**src/rtl/reg_funsel_sequencer_if.sv**
```systemverilog
// reg_funsel_sequencer_if: valid/ready command channel into reg_funsel_sequencer
interface reg_funsel_sequencer_if #(
  parameter int NBits = 16,
  parameter int CntBits = 4
);
  logic cmd_valid;
  logic cmd_ready;
  logic [1:0] cmd_op;
  logic [NBits-1:0] cmd_data;
  logic [CntBits-1:0] cmd_count;
  modport master (output cmd_valid, cmd_op, cmd_data, cmd_count, input cmd_ready);
  modport slave (input cmd_valid, cmd_op, cmd_data, cmd_count, output cmd_ready);
endinterface

```
**src/rtl/reg_funsel_sequencer.sv**
```systemverilog
// reg_funsel_sequencer: queues clear/load/dec/inc commands and replays them as isolated e pulses on a funsel register
// Optional `define REG_SEQ_SHADOW_EN adds shadow_q, a copy of the target's expected value.
module reg_funsel_sequencer #(
  parameter int NBits = 16,
  parameter int Depth = 4,
  parameter int CntBits = 4
) (
  input  logic clock,
  input  logic reset,
  reg_funsel_sequencer_if.slave cmd,
  output logic [1:0] funsel,
  output logic e,
  output logic [NBits-1:0] i,
  output logic busy,
  output logic done,
`ifdef REG_SEQ_SHADOW_EN
  output logic [NBits-1:0] shadow_q,
`endif
  output logic [$clog2(Depth):0] fifo_level
);
  localparam int AW = $clog2(Depth);
  localparam int W = 2 + NBits + CntBits;
  typedef enum logic [1:0] {IDLE, SETUP, PULSE, GAP} state_t;
  state_t state, state_d;
  logic [W-1:0] mem [Depth];
  logic [AW-1:0] wp, rp;
  logic [CntBits-1:0] rem, rem_d, cnt_h;
  logic [1:0] op_h;
  logic [NBits-1:0] data_h;
  logic push, pop, full, empty;
  // Depth is a power of two, so the level MSB alone marks full
  assign full = fifo_level[AW];
  assign empty = fifo_level == '0;
  assign cmd.cmd_ready = !full;
  assign push = cmd.cmd_valid && !full;
  assign {op_h, data_h, cnt_h} = mem[rp];
  assign busy = state != IDLE || !empty;
  always_ff @(posedge clock)
    if (push) mem[wp] <= {cmd.cmd_op, cmd.cmd_data, cmd.cmd_count};
  always_ff @(posedge clock or posedge reset)
    if (reset) begin
      wp <= '0;
      rp <= '0;
      fifo_level <= '0;
    end else begin
      if (push) wp <= wp + 1'b1;
      if (pop) rp <= rp + 1'b1;
      fifo_level <= fifo_level + {{AW{1'b0}}, push} - {{AW{1'b0}}, pop};
    end
  always_comb begin
    state_d = state;
    rem_d = rem;
    pop = 1'b0;
    case (state)
      IDLE: if (!empty) begin
        pop = 1'b1;
        state_d = SETUP;
      end
      SETUP: state_d = PULSE;
      PULSE: state_d = GAP;
      GAP: if (rem != '0) begin
        rem_d = rem - 1'b1;
        state_d = PULSE;
      end else begin
        pop = !empty;
        state_d = empty ? IDLE : SETUP;
      end
    endcase
    if (pop) rem_d = op_h[1] ? cnt_h : '0;
  end
  // done is registered on the PULSE->GAP edge so it lands in the final GAP cycle
  always_ff @(posedge clock or posedge reset)
    if (reset) begin
      state <= IDLE;
      rem <= '0;
      e <= 1'b0;
      done <= 1'b0;
      funsel <= 2'b00;
      i <= '0;
    end else begin
      state <= state_d;
      rem <= rem_d;
      e <= state_d == PULSE;
      done <= state == PULSE && rem == '0;
      if (pop) begin
        funsel <= op_h;
        i <= data_h;
      end
    end
`ifdef REG_SEQ_SHADOW_EN
  always_ff @(posedge clock or posedge reset)
    if (reset) shadow_q <= '0;
    else if (state == PULSE)
      shadow_q <= funsel == 2'b00 ? '0 : funsel == 2'b01 ? i : funsel[0] ? shadow_q + 1'b1 : shadow_q - 1'b1;
`endif
endmodule

```
**src/flat_wrapper.sv**
```systemverilog
// flat-port wrapper written by rule: the top's interface ports become plain ports
module reg_funsel_sequencer_flat 
#(
  parameter int NBits = 16,
  parameter int Depth = 4,
  parameter int CntBits = 4
)
  (clock, reset, funsel, e, i, busy, done, fifo_level, cmd_cmd_valid, cmd_cmd_op, cmd_cmd_data, cmd_cmd_count, cmd_cmd_ready);
  reg_funsel_sequencer_if #(.NBits(NBits), .CntBits(CntBits)) cmd_i ();
  input  logic clock;
  input  logic reset;
  output logic [1:0] funsel;
  output logic e;
  output logic [NBits-1:0] i;
  output logic busy;
  output logic done;
  output logic [$clog2(Depth):0] fifo_level;
  input wire logic [$bits(cmd_i.cmd_valid)-1:0] cmd_cmd_valid;
  input wire logic [$bits(cmd_i.cmd_op)-1:0] cmd_cmd_op;
  input wire logic [$bits(cmd_i.cmd_data)-1:0] cmd_cmd_data;
  input wire logic [$bits(cmd_i.cmd_count)-1:0] cmd_cmd_count;
  output wire logic [$bits(cmd_i.cmd_ready)-1:0] cmd_cmd_ready;
  assign cmd_i.cmd_valid = cmd_cmd_valid;
  assign cmd_i.cmd_op = cmd_cmd_op;
  assign cmd_i.cmd_data = cmd_cmd_data;
  assign cmd_i.cmd_count = cmd_cmd_count;
  assign cmd_cmd_ready = cmd_i.cmd_ready;
  reg_funsel_sequencer #(.NBits(NBits), .Depth(Depth), .CntBits(CntBits)) u_core (.clock(clock), .reset(reset), .cmd(cmd_i), .funsel(funsel), .e(e), .i(i), .busy(busy), .done(done), .fifo_level(fifo_level));
endmodule
```
**config.mk**
```make
export PLATFORM = sky130hd
export DESIGN_NAME = reg_funsel_sequencer_flat
export DESIGN_NICKNAME = d
export VERILOG_FILES = /design/src/rtl/reg_funsel_sequencer_if.sv /design/src/rtl/reg_funsel_sequencer.sv /design/src/flat_wrapper.sv
export SDC_FILE = /design/constraint.sdc
export NUM_CORES = 1
export LEC_CHECK = 0
export CORE_MARGIN = 2
export CORE_UTILIZATION = 55
export DETAILED_ROUTE_END_ITERATION = 8
export PLACE_DENSITY_LB_ADDON = 0.1
export SLEW_MARGIN = 40
export SYNTH_ARGS = -nofsm -noshare
export SYNTH_HDL_FRONTEND = slang
export SYNTH_SLANG_ARGS = --single-unit
```
**constraint.sdc**
```tcl
create_clock -name clock -period 3.3 [get_ports clock]
set_input_delay 0.495 -clock clock [delete_from_list [all_inputs] [get_ports clock]]
set_output_delay 0.495 -clock clock [all_outputs]
set_load 0.1 [all_outputs]
```
==> impl_metrics.json, run 1 <==
{
  "critical_path_peak_fanout": 8,
  "first_global_vias": 2434,
  "slew-limit-headroom_pct": 52.7,
  "clock_latency_ns": 0.50,
  "design.final.nets": 348,
  "antenna_violating_nets_post_route": 0,
  "clock_buffer_count_from_cts": 17,
  "stdcell_area_sq_um": 5870,
  "initial_utilization_pct": 55.8,
  "arrival_worst_endpoint_ns": 2.92,
  "gr-usage-met1_pct": 23.2,
  "final_std_cells_w_o_fill": 432,
  "synth_cells": 245,
  "async_reset_ff_share_pct": 27.3,
  "fp.coreArea_sq_um": 8590,
  "num_vias": 2280,
  "tritoncts": "done",
  "critPathSlowestCell": "a211o_2",
  "routedWlPerCell_um": 18.3,
  "cts.clk_slew.worst_paths_ns": 0.06,
  "groute.usage.overall_pct": 18.5,
  "drt-vias-per-instance": 5.28,
  "grt_antenna_before_repair": 0,
  "rows": 34,
  "timing.final.crit_share_pct": 76.0,
  "cts_root_cell": "clkbuf_8",
  "synth.net_count": 282,
  "dpl-instance-area_sq_um": 5300,
  "cts-htree-levels": 4,
  "detail_route.wirelength_um": 7930,
  "drive_gt1_share_pct": 34.0,
  "cts_setup_buffers": 0,
  "cap_viol_max_count": 0,
  "clock_tree_buffer_depth": 2,
  "post_synth_edffs": 88,
  "min_path_type": "in -> async",
  "drc": 0,
  "hpwlAfterDp_um": 4540,
  "gp_routability_congestion": 0.753,
  "hold_viol_final": 0,
  "dieWidth_um": 97.4,
  "insertedDiodeCount": 0,
  "filler_cell_count": 567,
  "post_synth_main_area_contributors": "edfxtp_1, dfrtp_1, mux4_2",
  "cts.hold.buffers_added": 0,
  "layout.cells.most_common_list": "edfxtp_1, dfrtp_1, clkdlybuf4s50_1",
  "critical_path.cell_chain": "ha_1 > nand4bb_4 > a211o_2 > xnor2_1 > ha_1 > inv_1 > fa_1 > xnor2_1 > xnor2_1",
  "final_critical_period_ns": 2.51,
  "clock.fmax_mhz": 399,
  "globalRoute.totalOverflow": 0,
  "area_delta_synth_final_pct": 22.5,
  "share_of_synthesized_area_occupied_by_flip_flops_and_latches_pct": 72.3,
  "cts.sinks": 121,
  "grt_max_degree": 25,
  "grtUsageMet3_pct": 5.18,
  "cp-end-kind": "register",
  "finClkSkew_ns": 0.0150,
  "global_route_wire_length_before_repair_um": 12900,
  "totalNegativeSetupSlack_ns": 0,
  "outcome": "completed",
  "netlist_area_sq_um": 4800,
  "detail_route.first_pass.iterations": 4,
  "detail_route.iter0.violations": 111,
  "avgSynthCellArea_sq_um": 19.6,
  "boundary_pin_count": 50,
  "dieHeight_um": 97.4,
  "numPortBuffers": 49,
  "yosysUniqueCellTypes": 34,
  "crit_path_frequent_cell": "xnor2_1",
  "postSynthRegisterBits": 121,
  "timing_worst_setup_path_type": "reg -> reg",
  "timing_max_transition_violations_final": 0,
  "grt_setup_unrepaired": "no",
  "layout.cells.most_common": "edfxtp_1",
  "grt_util_met2_pct": 31.1,
  "crit_required_ns": 3.72,
  "post_cts.resized_instances": 0,
  "startpoint_type_of_the_worst_setup_path": "register",
  "synth-main-ff-cell": "edfxtp_1",
  "yosys_warnings": 0,
  "fp.dieArea_sq_um": 9480,
  "crit_path_max_incr_delay_ns": 0.43,
  "tightest_slew_ns": 0.709,
  "final-setup-viol-count": 0,
  "synth_top_area_share_pct": 55.1,
  "grt-busiest-layer": "met2",
  "place.detailed.instances": 400,
  "yosys.area.top_type": "edfxtp_1"
}
## cell usage after synthesis (all sizes together) (2+ instances only)
cell type and number:
ha 11, xnor2 7, nor2 4, nor3 2, buf 7, edfxtp 88
o21ai 2, mux4 22, a21oi 4, clkbuf 2, and2 4, mux2 16
o22ai 2, nand2 12, dfrtp 33, inv 15
## flip-flops by register name (all words and copies together), names as in the netlist
register,flops
u_core.rem,4
u_core.wp,2
u_core.rp,2
u_core.funsel,2
u_core.mem,88
u_core.done,1
u_core.i,16
u_core.fifo_level,3
u_core.e,1
u_core.state,2
## worst max-delay path: cells and delay by family, from the launching register on
kind | cells | cell delay [ns]
AO/OA/AOI/OAI | 1 | 0.43
AND/OR/NAND/NOR | 1 | 0.17
adder cells (fa/ha/maj) | 3 | 0.89
buffers and inverters | 1 | 0.05
flip-flops | 1 | 0.40
XOR/XNOR | 3 | 0.50
## cell families (layout without fill, tap and decap cells)
group	count (synthesis)	in the layout	share of synthesized area, %
flip-flops	121	121	72.3
multiplexers	39	39	14.4
AND/OR/NAND/NOR	28	28	3.57
buffers and inverters	24	103	2.58
AO/OA/AOI/OAI	13	13	2.43
adder cells (fa/ha/maj)	12	12	3.29
XOR/XNOR	8	8	1.46
## through the flow
stage | hold WS (ns) | setup slack, ns | utilization, %
floorplan | 0.561 | 0.463 | -
global placement | 0.488 | 0.887 | 62.8
detailed placement | 0.478 | 0.797 | 61.7
CTS | 0.432 | 0.784 | 68.4
global route | 0.456 | 0.597 | 68.4
finish | 0.406 | 0.791 | 68.4
## worst paths after layout
path	cells after the start	from	endpoint	slack, ns
min in group clock	2	u_core.i[15]$_DFFE_PP0P_	u_core.i[15]$_DFFE_PP0P_	0.49
setup reg to reg	9	u_core.state[1]$_DFF_PP0_	u_core.fifo_level[2]$_DFF_PP0_	0.79
hold / removal	2	reset	u_core.i[10]$_DFFE_PP0P_	0.41
max in group asynchronous	3	reset	u_core.funsel[1]$_DFFE_PP0P_	2.15
hold reg to reg	2	u_core.i[15]$_DFFE_PP0P_	u_core.i[15]$_DFFE_PP0P_	0.49
setup / recovery	9	u_core.state[1]$_DFF_PP0_	u_core.fifo_level[2]$_DFF_PP0_	0.79
## cell type report
type	instances	area [sq um]	share of cell area, %
clock buffers	18	428	7.28
well taps	108	135	2.30
multi-input cells	100	1200	20.5
repair buffers	56	430	7.33
flip-flops and latches	121	3470	59.1
inverters	15	56.3	0.958
clock inverters	14	148	2.51
## layer usage
metal / share of wire (%) / routed length [um]
met1: 44 / 3490
met2: 52 / 4100
met3: 3.2 / 255
met4: 1.0 / 83
met5: 0 / 0
Power of run 1 is not shown: default switching activity piles up to over one toggle a cycle in this logic, so the estimate is an artifact.
==> run 2, diff against run 1 <==
Clock period 3.3 ns to 2.6 ns, I/O delays scaled along.
==> run 2 against run 1 <==
Clock-buffer cell count is 1 lower. Die area stayed put. Fmax is 2.9% higher. Hold slack worse by 0.10 ns. Largest cell class unchanged. Highest routed layer unchanged.
==> impl_metrics.json, run 2 (synthesis gave the netlist of run 1 again) <==
{
  "clock.fmax_mhz": 410,
  "grt_setup_unrepaired": "no",
  "fp.dieArea_sq_um": 9480,
  "dr_wl_met3_um": 243,
  "num_vias": 2348,
  "grt_antenna_before_repair": 0,
  "numPortBuffers": 49,
  "biggestRegsByFlops": "u_core.mem x88, u_core.i x16, u_core.rem x4",
  "maxUsedRoutingLayer": "met4",
  "final-setup-viol-count": 0,
  "startpoint_type_of_the_worst_setup_path": "register",
  "drc": 0,
  "m1WireLength_um": 3490,
  "initial_utilization_pct": 55.8,
  "clock_buffer_count_from_cts": 17,
  "timing_max_transition_violations_final": 0,
  "cap_viol_max_count": 0,
  "timing_worst_setup_path_type": "reg -> reg",
  "first_global_vias": 2586,
  "timing.final.crit_share_pct": 93.7,
  "cts_root_cell": "clkbuf_8",
  "hpwlAfterDp_um": 4960,
  "crit_path_max_incr_delay_ns": 0.39,
  "route.met2.wl_um": 4310,
  "totalNegativeSetupSlack_ns": 0,
  "drt-vias-per-instance": 5.39,
  "cts.hold.buffers_added": 0,
  "slew-limit-headroom_pct": 68.4,
  "cts.sinks": 121,
  "critical_path_peak_fanout": 5,
  "drive_gt1_share_pct": 35.4,
  "timing.reg2reg.setup_slack_ns": 0.16,
  "design.final.nets": 352,
  "routedWlPerCell_um": 18.6,
  "filler_cell_count": 570,
  "top_register": "u_core.mem",
  "flip_flop_count_of_the_largest_register_all_copies_and_words_added": 88,
  "groute.usage.overall_pct": 18.9,
  "gp_routability_congestion": 0.721,
  "layout.cells.most_common": "edfxtp_1",
  "rows": 34,
  "crit_path_frequent_cell": "xnor2_1",
  "detail_route.first_pass.iterations": 4,
  "dieHeight_um": 97.4,
  "post_cts.resized_instances": 0,
  "crit_required_ns": 3.02,
  "arrival_worst_endpoint_ns": 2.86,
  "fp.coreArea_sq_um": 8590,
  "cp-end-kind": "register",
  "hold_viol_final": 0,
  "grt_max_degree": 34,
  "tritoncts": "done",
  "final_critical_period_ns": 2.44,
  "tightest_slew_ns": 0.475,
  "detail_route.iter0.violations": 72,
  "globalRoute.totalOverflow": 0,
  "regArea_sq_um": 3470,
  "cts-htree-levels": 4,
  "detail_route.wirelength_um": 8130,
  "boundary_pin_count": 50,
  "clock_latency_ns": 0.51,
  "layout.cells.most_common_list": "edfxtp_1, buf_4, dfrtp_1",
  "min_path_type": "in -> async",
  "global_route_wire_length_before_repair_um": 13400,
  "clock_tree_buffer_depth": 2,
  "finClkSkew_ns": 0.0186,
  "outcome": "completed",
  "critPathSlowestCell": "dfrtp_1",
  "area_delta_synth_final_pct": 24.6,
  "multi_input_area_sq_um": 1200,
  "cts.clk_slew.worst_paths_ns": 0.06,
  "dieWidth_um": 97.4,
  "cts_setup_buffers": 0,
  "insertedDiodeCount": 0,
  "critical_path.cell_chain": "ha_1 > nand4bb_4 > a211o_2 > xnor2_1 > ha_1 > inv_1 > fa_1 > xnor2_1 > xnor2_1",
  "antenna_violating_nets_post_route": 0
}
## run 2: cell count changes in the layout (fill, tap and decap cells not counted), moves of 2 or more
cell,before,now
clkinv_4,3,5
buf_4,12,31
bufinv_16,2,0
dfrtp_2,0,4
dfrtp_1,32,29
buf_2,20,0
clkinv_2,4,1
clkinvlp_4,2,4
buf_12,0,5
## run 2: final timing paths
check | start | end | cells past startpoint
min in group clock | u_core.i[15]$_DFFE_PP0P_ | u_core.i[15]$_DFFE_PP0P_ | 2
setup reg to reg | u_core.state[1]$_DFF_PP0_ | u_core.fifo_level[2]$_DFF_PP0_ | 9
setup / recovery | u_core.state[1]$_DFF_PP0_ | u_core.fifo_level[2]$_DFF_PP0_ | 9
max in group asynchronous | reset | u_core.rp[0]$_DFFE_PP0P_ | 3
hold / removal | reset | u_core.i[4]$_DFFE_PP0P_ | 3
hold reg to reg | u_core.i[15]$_DFFE_PP0P_ | u_core.i[15]$_DFFE_PP0P_ | 2
## run 2: layer usage
metal  global-route usage, %  vias to the layer above
li1                        -                     1076
met1                    24.2                     1212
met2                    31.3                       52
met3                    4.68                        8
met4                    8.01                        0
met5                       0                        -
## run 2: stage by stage
| step | setup slack [ns] | instances | utilization (%) | hold slack [ns] | cell area [sq um] |
|---|---|---|---|---|---|
| final | 0.163 | 436 | 69.6 | 0.302 | 5980 |
| after global routing | 0.0253 | 436 | 69.6 | 0.327 | 5980 |
| after CTS | 0.146 | 436 | 69.6 | 0.305 | 5980 |
| after detailed placement | 0.170 | 404 | 63.3 | 0.476 | 5440 |
| after global placement | 0.277 | 404 | 63.3 | 0.465 | 5440 |
| after floorplan | 0.131 | 245 | - | 0.489 | 4800 |
## run 2: cell type report
cell class              count  area share, %
clock buffers              17           6.93
clock inverters            15           2.01
well taps                 108           2.26
inverters                  15          0.942
multi-input cells         100           20.2
repair buffers             60           9.59
flip-flops and latches    121           58.1
## run 2: critical path: cells and delay by family (launching register included)
kind	cells	cell delay, ns
buffers and inverters	1	0.05
adders and majority gates	3	0.92
AOI/OAI and AO/OA	1	0.37
xor gates and xnor gates	3	0.47
DFF	1	0.39
and+or+nand+nor	1	0.17
Power of run 2 is left out for the same reason.
